$ cat src/rtl/line_steer_pkg.sv
// line_steer_pkg: steering codes, classifier types and helpers shared by the
// line-sensor front end. The action/severity codes are the same encoding the
// drive block decodes from dirControl.
package line_steer_pkg;

    // Action field, dirControl[3:2]
    localparam logic [1:0] ACT_PROCEED = 2'b00;
    localparam logic [1:0] ACT_LEFT    = 2'b01;
    localparam logic [1:0] ACT_RIGHT   = 2'b10;
    localparam logic [1:0] ACT_STOP    = 2'b11;

    // Severity field, dirControl[1:0]
    localparam logic [1:0] SEV_NONE = 2'b00;
    localparam logic [1:0] SEV_VEER = 2'b01;
    localparam logic [1:0] SEV_HARD = 2'b10;
    localparam logic [1:0] SEV_STOP = 2'b11;

    localparam logic [3:0] CODE_STOP = {ACT_STOP, SEV_NONE};

    // Travel direction
    localparam logic DIR_FORWARDS = 1'b0;
    localparam logic DIR_REVERSE  = 1'b1;

    typedef enum logic [1:0] {
        CLS_TRACK    = 2'd0,
        CLS_JUNCTION = 2'd1,
        CLS_LOST     = 2'd2,
        CLS_INVALID  = 2'd3
    } cls_kind_e;

    typedef struct packed {
        cls_kind_e  kind;
        logic [1:0] action;
        logic [1:0] severity;
    } cls_t;

    typedef enum logic [1:0] {
        ST_TRACK   = 2'd0,
        ST_LOST    = 2'd1,
        ST_STOPPED = 2'd2
    } state_e;

    // Reverse the sensor order so that "left" always means left of travel.
    function automatic logic [4:0] mirror5(input logic [4:0] v);
        logic [4:0] r;
        for (int i = 0; i < 5; i++) begin
            r[i] = v[4-i];
        end
        return r;
    endfunction

    // Map a debounced pattern ([4] leftmost) to a class and steering code.
    function automatic cls_t classify(input logic [4:0] p);
        cls_t c;
        c.kind     = CLS_TRACK;
        c.action   = ACT_PROCEED;
        c.severity = SEV_NONE;
        case (p)
            5'b00100, 5'b01110: ;
            5'b01100, 5'b01000: begin c.action = ACT_LEFT;  c.severity = SEV_VEER; end
            5'b11000, 5'b10000: begin c.action = ACT_LEFT;  c.severity = SEV_HARD; end
            5'b11100, 5'b11110: begin c.action = ACT_LEFT;  c.severity = SEV_STOP; end
            5'b00110, 5'b00010: begin c.action = ACT_RIGHT; c.severity = SEV_VEER; end
            5'b00011, 5'b00001: begin c.action = ACT_RIGHT; c.severity = SEV_HARD; end
            5'b00111, 5'b01111: begin c.action = ACT_RIGHT; c.severity = SEV_STOP; end
            5'b11111:           c.kind = CLS_JUNCTION;
            5'b00000:           c.kind = CLS_LOST;
            default:            c.kind = CLS_INVALID;
        endcase
        return c;
    endfunction

endpackage

$ cat src/rtl/line_steer_sense_debounce.sv
// sense_debounce: input conditioning for the line sensors.
//   clk, rst      : system clock, synchronous active-high reset
//   lineSense[4:0]: raw sensors, asynchronous to clk
//   direction     : 1 = reverse, mirrors the synchronised pattern
//   tick          : one-clock pulse on the sample divider terminal count
//   lineStable    : pattern accepted after DEBOUNCE_N identical samples
module sense_debounce
    import line_steer_pkg::*;
#(
    parameter int SAMPLE_DIV = 100_000,
    parameter int DEBOUNCE_N = 4
) (
    input  logic       clk,
    input  logic       rst,
    input  logic [4:0] lineSense,
    input  logic       direction,
    output logic       tick,
    output logic [4:0] lineStable
);

    localparam int DIV_W = (SAMPLE_DIV > 1) ? $clog2(SAMPLE_DIV) : 1;
    localparam int CNT_W = $clog2(DEBOUNCE_N + 1);
    localparam logic [DIV_W-1:0] DIV_LAST = DIV_W'(SAMPLE_DIV - 1);
    localparam logic [CNT_W-1:0] CNT_MAX  = CNT_W'(DEBOUNCE_N);

    logic [4:0]       sync1_q, sync1_d;
    logic [4:0]       sync2_q, sync2_d;
    logic [DIV_W-1:0] div_q, div_d;
    logic [4:0]       cand_q, cand_d;
    logic [CNT_W-1:0] cnt_q, cnt_d;
    logic [4:0]       stable_q, stable_d;
    logic [4:0]       sample;

    always_comb begin
        sync1_d  = lineSense;
        sync2_d  = sync1_q;
        // Mirroring sits after the synchroniser so a direction change is
        // seen as an ordinary pattern change and re-debounced.
        sample   = (direction == DIR_REVERSE) ? mirror5(sync2_q) : sync2_q;
        tick     = (div_q == DIV_LAST);
        div_d    = tick ? '0 : div_q + 1'b1;
        cand_d   = cand_q;
        cnt_d    = cnt_q;
        stable_d = stable_q;
        if (tick) begin
            if (sample != cand_q) begin
                cand_d = sample;
                cnt_d  = CNT_W'(1);
            end else if (cnt_q != CNT_MAX) begin
                cnt_d = cnt_q + 1'b1;
            end
            if (cnt_d == CNT_MAX) begin
                stable_d = cand_d;
            end
        end
    end

    always_ff @(posedge clk) begin
        if (rst) begin
            sync1_q  <= '0;
            sync2_q  <= '0;
            div_q    <= '0;
            cand_q   <= '0;
            cnt_q    <= '0;
            stable_q <= '0;
        end else begin
            sync1_q  <= sync1_d;
            sync2_q  <= sync2_d;
            div_q    <= div_d;
            cand_q   <= cand_d;
            cnt_q    <= cnt_d;
            stable_q <= stable_d;
        end
    end

    assign lineStable = stable_q;

endmodule

$ cat src/rtl/line_steer.sv
// line_steer: line-sensor steering front end feeding the drive block.
//   clk, rst        : system clock, synchronous active-high reset
//   lineSense[4:0]  : raw IR sensors, [4] leftmost, 1 = line seen
//   direction       : 0 forwards, 1 reverse (mirrors sensor order)
//   dirControl[3:0] : {action, severity} steering code
//   junction        : one-clock pulse when a junction stops the vehicle
//   lostLine        : high while stopped after a lost-line timeout
//   lineStable[4:0] : debounced pattern, for LEDs
module line_steer
    import line_steer_pkg::*;
#(
    parameter int SAMPLE_DIV   = 100_000,
    parameter int DEBOUNCE_N   = 4,
    parameter int LOST_TIMEOUT = 200
) (
    input  logic       clk,
    input  logic       rst,
    input  logic [4:0] lineSense,
    input  logic       direction,
    output logic [3:0] dirControl,
    output logic       junction,
    output logic       lostLine,
    output logic [4:0] lineStable
);

    localparam int LC_W = $clog2(LOST_TIMEOUT + 1);
    localparam logic [LC_W-1:0] LOST_MAX = LC_W'(LOST_TIMEOUT);

    logic       tick;
    logic [4:0] stable;
    cls_t       cls;
    logic [3:0] track_code;

    state_e          state_q, state_d;
    logic [3:0]      dir_q, dir_d;
    logic            junction_q, junction_d;
    logic            lost_line_q, lost_line_d;
    logic [1:0]      last_side_q, last_side_d;
    logic [LC_W-1:0] lost_cnt_q, lost_cnt_d;

    sense_debounce #(
        .SAMPLE_DIV (SAMPLE_DIV),
        .DEBOUNCE_N (DEBOUNCE_N)
    ) u_sense (
        .clk        (clk),
        .rst        (rst),
        .lineSense  (lineSense),
        .direction  (direction),
        .tick       (tick),
        .lineStable (stable)
    );

    always_comb begin
        cls         = classify(stable);
        track_code  = {cls.action, cls.severity};
        state_d     = state_q;
        dir_d       = dir_q;
        junction_d  = 1'b0;
        lost_line_d = lost_line_q;
        last_side_d = last_side_q;
        lost_cnt_d  = lost_cnt_q;

        // A tracking class always reports its code; only a real turn
        // remembers the side we last saw the line on.
        if (cls.kind == CLS_TRACK && cls.action != ACT_PROCEED) begin
            last_side_d = cls.action;
        end

        unique case (state_q)
            ST_TRACK: begin
                case (cls.kind)
                    CLS_TRACK: dir_d = track_code;
                    CLS_JUNCTION: begin
                        state_d    = ST_STOPPED;
                        dir_d      = CODE_STOP;
                        junction_d = 1'b1;
                    end
                    CLS_LOST: begin
                        state_d    = ST_LOST;
                        lost_cnt_d = '0;
                        dir_d      = {last_side_q, SEV_HARD};
                    end
                    default: ;  // invalid: hold previous output
                endcase
            end
            ST_LOST: begin
                case (cls.kind)
                    CLS_TRACK: begin
                        state_d = ST_TRACK;
                        dir_d   = track_code;
                    end
                    CLS_JUNCTION: begin
                        state_d    = ST_STOPPED;
                        dir_d      = CODE_STOP;
                        junction_d = 1'b1;
                    end
                    CLS_LOST: begin
                        dir_d = {last_side_q, SEV_HARD};
                        if (tick) begin
                            if (lost_cnt_q != LOST_MAX) begin
                                lost_cnt_d = lost_cnt_q + 1'b1;
                            end
                            if (lost_cnt_d == LOST_MAX) begin
                                state_d     = ST_STOPPED;
                                dir_d       = CODE_STOP;
                                lost_line_d = 1'b1;
                            end
                        end
                    end
                    default: ;  // invalid: keep searching, timer paused
                endcase
            end
            ST_STOPPED: begin
                dir_d = CODE_STOP;
                if (cls.kind == CLS_TRACK) begin
                    state_d     = ST_TRACK;
                    dir_d       = track_code;
                    lost_line_d = 1'b0;
                end
            end
            default: begin
                state_d = ST_STOPPED;
                dir_d   = CODE_STOP;
            end
        endcase
    end

    always_ff @(posedge clk) begin
        if (rst) begin
            state_q     <= ST_STOPPED;
            dir_q       <= CODE_STOP;
            junction_q  <= 1'b0;
            lost_line_q <= 1'b0;
            last_side_q <= ACT_LEFT;
            lost_cnt_q  <= '0;
        end else begin
            state_q     <= state_d;
            dir_q       <= dir_d;
            junction_q  <= junction_d;
            lost_line_q <= lost_line_d;
            last_side_q <= last_side_d;
            lost_cnt_q  <= lost_cnt_d;
        end
    end

    assign dirControl = dir_q;
    assign junction   = junction_q;
    assign lostLine   = lost_line_q;
    assign lineStable = stable;

endmodule

$ cat config.mk
export PLATFORM = sky130hd
export DESIGN_NAME = line_steer
export DESIGN_NICKNAME = d
export VERILOG_FILES = /design/src/rtl/line_steer_pkg.sv /design/src/rtl/line_steer_sense_debounce.sv /design/src/rtl/line_steer.sv
export SDC_FILE = /design/constraint.sdc
export NUM_CORES = 1
export LEC_CHECK = 0
export BUFFER_PORTS_ARGS = -buffer_cell sky130_fd_sc_hd__clkbuf_2
export CAP_MARGIN = 5
export CORE_AREA = 2 2 83 85
export CTS_BUF_LIST = sky130_fd_sc_hd__clkbuf_4 sky130_fd_sc_hd__clkbuf_8
export CTS_CLUSTER_DIAMETER = 30
export CTS_CLUSTER_SIZE = 20
export DETAILED_ROUTE_END_ITERATION = 12
export DIE_AREA = 0 0 85 87
export HOLD_SLACK_MARGIN = 0.15
export PLACE_DENSITY_LB_ADDON = 0.12
export SLEW_MARGIN = 40
export SYNTH_ARGS = -nofsm -noshare
export SYNTH_HDL_FRONTEND = slang
export SYNTH_SLANG_ARGS = --single-unit
$ cat constraint.sdc
create_clock -name clk -period 2.28 [get_ports clk]
set_clock_uncertainty 0.05 [all_clocks]
set_input_delay 0.456 -clock clk [delete_from_list [all_inputs] [get_ports clk]]
set_output_delay 0.456 -clock clk [all_outputs]
set_load 0.1 [all_outputs]
== Yosys cells after proc, flatten, opt, wreduce, memory -nomap -nowiden ==
Cells that the tools add are included.
Widths: inputs -> output; s select.

* Flip-flop bits (word level): 58
* Latch bits: 0
* Bits in writable memories: 0
* ROM bits: 0
* Output and inout port bits: 11
* Memories kept: 0

* $add $sub $neg: 3
* $mul: 0
* Div/mod/pow operators: 0
* Order comparisons: 0
* Eq/ne operators: 35
* Shift operators: 0
* Mux-type cells: 33
* Bitwise logic cells: 1
* Reductions and logical operators: 22

{| class="wikitable"
|+ Operator list
! operator !! number
|-
| $mux 8 || 7
|-
| $pmux 4 s3 || 3
|-
| $eq 5x5->1 const B || 5
|-
| $pmux 4 s6 || 1
|-
| $eq 5x4->1 const B || 4
|-
| $pmux 2 s3 || 3
|-
| $reduce_or 2->1 || 9
|-
| $add 17x1->17 const B || 1
|-
| $eq 17x17->1 const B || 1
|-
| $pmux 8 s2 || 1
|-
| $eq 5x3->1 const B || 3
|-
| $reduce_or 14->1 || 1
|-
| $mux 4 || 3
|-
| $ne 3x3->1 const B || 4
|-
| $eq 5x2->1 const B || 2
|-
| $mux 5 || 2
|-
| $ne 2x2->1 const B || 5
|-
| $reduce_and 5->1 || 2
|-
| $mux 3 || 3
|-
| $add 8x1->8 const B || 1
|-
| $eq 8x8->1 const B || 1
|-
| $ne 8x8->1 const B || 1
|-
| $mux 2 || 3
|-
| $reduce_bool 2->1 || 3
|-
| other kinds (17) || 25
|}

== Logic depth before layout (Yosys ltp) ==
Gate-level depths: netlist of the first run.

* Depth in word-level cells: 11
* Mapped depth: 8
* Mapped depth without buffers: 8

== Cells and area by module ==
From an unflattened synthesis of the first run, not the netlist that was laid out.

* Cell total of the unflattened synthesis: 376
* Area total of the unflattened synthesis: 3,180.6 sq um

{| class="wikitable"
|+ By module, submodules not included
! module !! instances !! cells an instance !! area each (sq um) !! sequential area each (sq um)
|-
| sense_debounce || 1 || 194 || 1,810.5 || 800.8
|-
| line_steer || 1 || 182 || 1,370.1 || 360.3
|}

== Worst setup path before layout of the first run ==
OpenSTA, ideal clock, no wires.

* Path kind: reg2reg
* Start: register u_sense.stable_q[1] (netlist: u_sense.lineStable[1])
* End: register state_q[0]
* Setup time: 0.087 ns
* Arrival: 2.521 ns
* Required time: 2.143 ns
* Slack: -0.378 ns
* Cell stages (with the launch flop): 8
* Path buffers: 1
* Period minus slack after synthesis: 2.658 ns
* Cells stage by stage: dfxtp_1 > clkbuf_1 > inv_1 > a21o_1 > a211oi_1 > o221ai_1 > a2111o_1 > o31ai_1

* Word-level cells in the longest chain between the ends: 6
* Elaborated cells between the ends (all ways): 30
* Classes of those cells: eq/ne: 22; mux: 4; reduce/logical: 4

{| class="wikitable"
|+ RTL lines
! what !! RTL line !! text
|-
| start, declared || line_steer_sense_debounce.sv:31 || <nowiki>logic [4:0] stable_q, stable_d;</nowiki>
|-
| start signal, assigned || line_steer_sense_debounce.sv:72 || <nowiki>stable_q <= stable_d;</nowiki>
|-
| $eq 5x3->1, or another cell as far along || line_steer_pkg.sv:58 || <nowiki>case (p)</nowiki>
|-
| $reduce_or 14->1 (no line) || n/a ||
|-
| $pmux 2 s3 (*) || line_steer_pkg.sv:58 ||
|-
| $eq 2x2->1, or another cell as far along || line_steer.sv:71, line_steer.sv:87 ||
|-
| $pmux 2 s3, or another cell as far along || line_steer.sv:87 || <nowiki>case (cls.kind)</nowiki>
|-
| $pmux 2 s3 or $reduce_and 5->1 (tied branches) || n/a ||
|-
| end signal, assigned || line_steer.sv:137 || <nowiki>state_q <= state_d;</nowiki>
|-
| end, declared || line_steer.sv:34 || <nowiki>state_e state_q, state_d;</nowiki>
|}

Mark *: on every way between the ends. The rest lies on a longest branch, timed or not.
A chain may end at the register's enable or synchronous reset.

== Worst setup path in the final report of the first run ==
* Start: register u_sense.div_q[8]
* End: register lost_cnt_q[6]

* Word-level cells in the longest chain between the ends: 3

{| class="wikitable"
|+ RTL lines
! what !! RTL line !! text
|-
| start, declared || line_steer_sense_debounce.sv:28 || <nowiki>logic [DIV_W-1:0] div_q, div_d;</nowiki>
|-
| start signal, assigned || line_steer_sense_debounce.sv:69 || <nowiki>div_q <= div_d;</nowiki>
|-
| $eq 17x17->1 || line_steer_sense_debounce.sv:40 || <nowiki>tick = (div_q == DIV_LAST);</nowiki>
|-
| $ne 2x2->1 (no line) || n/a ||
|-
| $reduce_and 4->1 (no line) || n/a ||
|-
| end signal, assigned || line_steer.sv:142 || <nowiki>lost_cnt_q <= lost_cnt_d;</nowiki>
|-
| end, declared || line_steer.sv:39 || <nowiki>logic [LC_W-1:0] lost_cnt_q, lost_cnt_d;</nowiki>
|}

Every way passes these cells.

==> metrics.txt, run 1 <==
Final Hold Viols=0; Tightest Pin Transition=540 ps; crit path capture type=register; Yosys reg bits=58; Initial Util=47.2%; total number of H-tree levels=3; Routed Antenna Nets=0; vias in the first global route=2,552; setup_tns=-237 ps; most frequent cells in the layout=dfxtp_1, nor2_1, buf_4; cts bufs inserted=9; status=finished, violations left; Worst EP arrival=2530 ps; vias after detailed routing=~2.8k; hold path start=lineSense[1]; RSZ-0062 raised after global routing=true; Total GRT Usage=19.2%; Area Growth Syn to Fin=22.2%; R2R depth=6; crit path max fanout=6; CTS max path bufs=2; async set-reset flop share out of synthesis=0%; max-slew violations=0; max frequency=426 MHz; Via density=5.38; Seq/Total Area, Yosys=37.5%; Rel. slew slack=64.2%; Post-route DRC=0; Die Y-Extent=between 80 and 90 µm; hold endpoint=u_sense.sync1_q[1]; GRT overflow=0; GP Congestion=a little under 0.9; Simple-Gate Fraction of Synth Area=27.2%; Synth Area in Compound Gates=16.7%; largest family of logic cells by synthesized area=simple AND/OR/NAND/NOR gates; min cycle time layout=about 2300 ps; layout cells sized above 1=about a quarter; DRT Pass-1 Iters=4; failing checks=negative setup slack; DP HPWL=4730 µm; Clock Latency Late Sink=330 ps; final worst slack=-66.8 ps; row count=30; WL final=6720 µm; die area=7400 µm²; Core ar.=roughly 6600 µm²; I/O pin total=19; WS Path Type=register to register; largest net degree at the start of global routing=21; Final Util=57.6%; Synth Warn #=0; Sinks on Clock Net=58; IO Port Bufs=18; Post-synth top flop=dfxtp_1; Synth cell types=just under 60; syn_nets=392; initial DRC count=78; FF-to-FF setup slack=-70 ps; area of the mapped netlist=around 3100 µm²; Antenna diodes=0; leakage=1.53 nW; Avg WL per Cell=13.2 µm; Final setup viols=6; initial antenna violation count=0; Min Hold Slack=around 280 ps; reg-to-reg critical path endpoint=lost_cnt_q[6]; synthesized area per cell=between 8 and 9 µm²; max-cap viol count=0; first-pass GRT wire length=11,500 µm; type of origin of the critical path=register; nets=around 440; CTS tree=yes; Post-Synth Adder-Cell Area=around 3.6%; Required @ worst endpoint=between 2000 and 2500 ps; min-delay worst type=input pin to register; mux cell area share after synthesis=4.04%; chip width=85 µm; Cell Pwr Density=634 nW/µm²; Synth Instances=375; Max VDD drop=0.555 mV; hold depth=2; Post-Synth XOR/XNOR Area=6.22%; post-route clock period utilization=103%; Crit Reg-Reg Startpoint=u_sense.div_q[8]; Clk pin slew, worst setup/hold paths=about 70 ps; crit path launch=u_sense.div_q[8]; most common cell after layout, fill and taps aside=dfxtp_1; EDFF count, synth=0; Clock Tree Root=clkbuf_8
through the flow:
stage	power, mW	worst slack, ps	area (µm²)	instances
floorplan	1.36	4.17	3110	375
global placement	1.43	-15.5	3490	490
detailed placement	1.44	-51.5	3490	490
CTS	2.42	-62.3	3700	507
global route	2.52	-141	3790	511
finish	2.40	-66.8	3790	511
sequential cells by signal (all words and copies together), names as in the netlist:
register            count
dirControl              4
junction                1
last_side_q             2
lostLine                1
lost_cnt_q              8
state_q                 2
u_sense.cand_q          5
u_sense.cnt_q           3
u_sense.div_q          17
u_sense.lineStable      5
u_sense.sync1_q         5
u_sense.sync2_q         5
final cells by class:
class                      count  area [µm²]
clock buffer                  11         151
inverter                      16        60.1
multi-input combinational    282        1840
sequential                    58        1180
tap                           80         100
clock inverter                 5        52.6
fill                         611        2780
timing repair buffer          59         402
Yosys cell counts, types with 5 or more instances:
cell	instances	area (µm²)
a21oi_1	22	110
a311oi_1	5	43.8
and3_1	5	31.3
clkbuf_1	14	52.6
dfxtp_1	58	1160
ha_1	9	113
inv_1	16	60.1
mux2i_1	8	80.1
nand2_1	38	143
nand3_1	11	55.1
nand3b_1	5	37.5
nand4_1	5	31.3
nor2_1	43	161
nor2b_1	15	93.8
nor3_1	11	55.1
o21ai_0	15	75.1
o31ai_1	6	45.0
xnor2_1	5	43.8
xor2_1	17	149
repair_timing:
item                       CTS  global route
pin swaps                    4            12
buffers inserted             1             4
hold buffers                 0             0
resized for setup            1            15
setup endpoints to repair    5            19
power by group:
part | internal [mW] | switching, mW
logic | 0.109 | 0.249
registers | 1.04 | 0.0202
clock network | 0.559 | 0.419
total | 1.71 | 0.688
how the worst max path moves through the flow:
stage / slack, ps / depth (start not counted) / to
2_1_floorplan: 4 / 7 / u_sense.lineStable[0]
3_3_place_gp: -20 / 6 / lost_cnt_q[4]
5_1_grt: -140 / 6 / lost_cnt_q[6]
4_1_cts: -60 / 6 / lost_cnt_q[6]
3_5_place_dp: -50 / 6 / lost_cnt_q[6]
6_report: -70 / 6 / lost_cnt_q[6]
worst max-delay path: stages (launching register included):
cell and delay (ps):
dfxtp_2 320, or4b_4 530, or4_4 570, buf_6 150, nor3_4 230, a41oi_2 150, a311oi_1 270
cells by family after synthesis:
family                     count (synthesis)
and+or+nand+nor                          161
AOI/OAI and AO/OA                         78
DFF                                       58
buffers and inverters                     35
xor gates and xnor gates                  22
muxes                                     12
adders and majority gates                  9
layer usage:
layer  share of wire, %  up-vias  GRT usage (%)
li1                   -     1427              -
met1                 48     1276           25.3
met2                 47       41           31.2
met3                3.2        6           4.64
met4                1.0        0           5.92
met5                  0        -              0
Note: power is estimated with default switching activity, not from simulation.
==> run 2: changes to the inputs <==
- CORE_AREA: 2 2 83 85 -> 2 2 77 79
- DIE_AREA: 0 0 85 87 -> 0 0 79 81
- PLACE_DENSITY: default -> 0.86
- PLACE_DENSITY_LB_ADDON: 0.12 -> default
==> run 2 against run 1 <==
  * The flow still finishes with violations (negative setup slack)
  * Maximum frequency is 1.8% higher
  * Critical path depth stayed put
  * Sequential share of layout area is 0.53 points higher
  * Combinational power hardly changed
  * Count of clock-buffer cells in the layout is 2 lower
  * Non-clock buffer count is 7 lower
  * Sequential cell count stayed put
  * Register-to-register slack better by 40 ps
  * Total power is 0.91% lower
  * Global-route usage is 4.6 points higher
  * Highest routed layer unchanged
==> metrics.txt, run 2 (synthesis gave the netlist of run 1 again) <==
status=finished, violations left; failing checks=negative setup slack; DP HPWL=4670 µm; Final Power=around 2.4 mW; R2R depth=6; critical path's largest stage delay=560 ps; RSZ-0062 raised after global routing=true; Largest register FFs=17; cts bufs inserted=9; Final Non-Filler Cells=499; CTS max path bufs=2; first-pass GRT wire length=12,100 µm; CP max stage cell=or4_4; chip width=79 µm; WL final=6960 µm; Pint=1.66 mW; Required @ worst endpoint=2500 ps; min cycle time layout=2310 ps; IO Port Bufs=18; min-delay worst type=input pin to register; Final Hold Viols=0; Clk pin slew, worst setup/hold paths=70 ps; WS Path Type=register to register; Clk pwr share=between 40% and 50%; Initial Util=54.6%; Rel. slew slack=64.1%; placed cell area=3440 µm²; GP Congestion=0.874; final worst slack=-25.1 ps; initial antenna violation count=0; CTS tree=yes; Max VDD drop=0.462 mV; Cell Pwr Density=639 nW/µm²; Filler Cell Count=between 400 and 500; CP top delay family=simple AND/OR/NAND/NOR gates; Post-route DRC=0; Clock Latency Late Sink=roughly 340 ps; Gate power share=between 15 and 20%; GRT overflow=0; CP most frequent cell=or4_4; initial DRC count=184; CP cell instances=or4b_4 > or4_4 > or4_4 > nor2_2 > o21ai_1 > a21oi_1; post-route clock period utilization=101%; max-slew violations=0; Clock Tree Root=clkbuf_8; Total GRT Usage=23.8%; row count=28; layout cells sized above 1=around a quarter; Avg WL per Cell=13.9 µm; Die Y-Extent=81 µm; Antenna diodes=0; total number of H-tree levels=3; hold depth=2; Sinks on Clock Net=58; Reg power frac=between 40 and 50%; type of origin of the critical path=register; placed insts=480; DRT Pass-1 Iters=5; max-cap viol count=0; Regs by FF count=u_sense.div_q: 17 flops, lost_cnt_q: 8 flops; most common cell after layout, fill and taps aside=dfxtp_1; Area Growth Syn to Fin=20.0%; Via density=5.74; Worst EP arrival=2520 ps; largest net degree at the start of global routing=28; crit path max fanout=4; Core ar.=roughly 5700 µm²; I/O pin total=19; FF/Latch Area=about 1200 µm²; Sw Pwr=slightly above 0.7 mW; crit path capture type=register; most frequent cells in the layout=dfxtp_1, nor2_1, nand2_1; buffers and inverters on the worst path=0; max frequency=434 MHz; Routed Antenna Nets=0; Final Cell Area=about 3700 µm²; switching share of power=30.2%; Tightest Pin Transition=around 540 ps; nets=approximately 440; vias in the first global route=2,746; Final setup viols=4; Biggest register=u_sense.div_q; leakage=1.48 nW; Worst path depth=6; Multi-input gate area=1830 µm²; vias after detailed routing=2,864; die area=between 6000 and 7000 µm²
==> run 2: cell count changes in the layout (fill, tap and decap cells not counted), sizes merged <==
cell	before	now
inv	16	17
buf	41	34
clkinvlp	1	4
clkinv	3	1
clkbuf	29	27
==> run 2: per-layer routing <==
layer,vias to the layer above,GRT usage [%],part of all wire (%)
met1,1356,27.7,43
met5,-,0,0
li1,1416,-,-
met3,12,6.89,4.6
met4,0,9.31,1.6
met2,80,41.3,50
==> run 2: through the flow <==
| stage | utilization (%) | setup TNS, ps | setup WS (ps) | hold WS (ps) |
|---|---|---|---|---|
| after floorplan | - | 0 | 4.17 | 364 |
| after global placement | 60.7 | -6.26 | -6.26 | 371 |
| after detailed placement | 60.7 | -70.3 | -36.1 | 373 |
| after CTS | 64.5 | -308 | -58.9 | 247 |
| after global routing | 65.5 | -938 | -132 | 256 |
| final | 65.5 | -69.8 | -25.1 | 267 |
==> run 2: layout make-up <==
cell class | count | area share, %
Timing Repair Buffer | 52 | 9.49
Clock inverter | 7 | 2.09
Multi-Input combinational cell | 282 | 49.3
Clock buffer | 9 | 3.33
Tap cell | 75 | 2.52
Inverter | 16 | 1.62
Sequential cell | 58 | 31.6
==> run 2: what timing repair did <==
action	CTS	global route
pin swaps	5	8
hold buffers	0	0
buffers inserted	1	2
gates resized for setup	1	12
endpoints found under the setup margin	5	20
hold endpoints to repair	0	0
==> run 2: final timing paths <==
kind	from	to	slack, ps
worst max-delay path	u_sense.div_q[13]	lost_cnt_q[4]	-30
worst min-delay path	lineSense[3]	u_sense.sync1_q[3]	270
worst max register to register	u_sense.div_q[13]	lost_cnt_q[4]	-30
worst min register to register	u_sense.sync1_q[1]	u_sense.sync2_q[1]	390
==> run 2: worst register-to-register path, stage by stage, from the launching register on <==
cell,delay [ps]
dfxtp_2,320
or4b_4,530
or4_4,560
or4_4,450
nor2_2,110
o21ai_1,70
a21oi_1,140
==> run 2: power by group through the flow <==
stage	clock network (mW)	logic, mW	registers, mW
2_1_floorplan	0	0.163	1.20
3_3_place_gp	0	0.340	1.08
3_5_place_dp	0	0.346	1.09
4_1_cts	0.981	0.349	1.06
5_1_grt	1.02	0.386	1.07
6_report	0.954	0.360	1.06
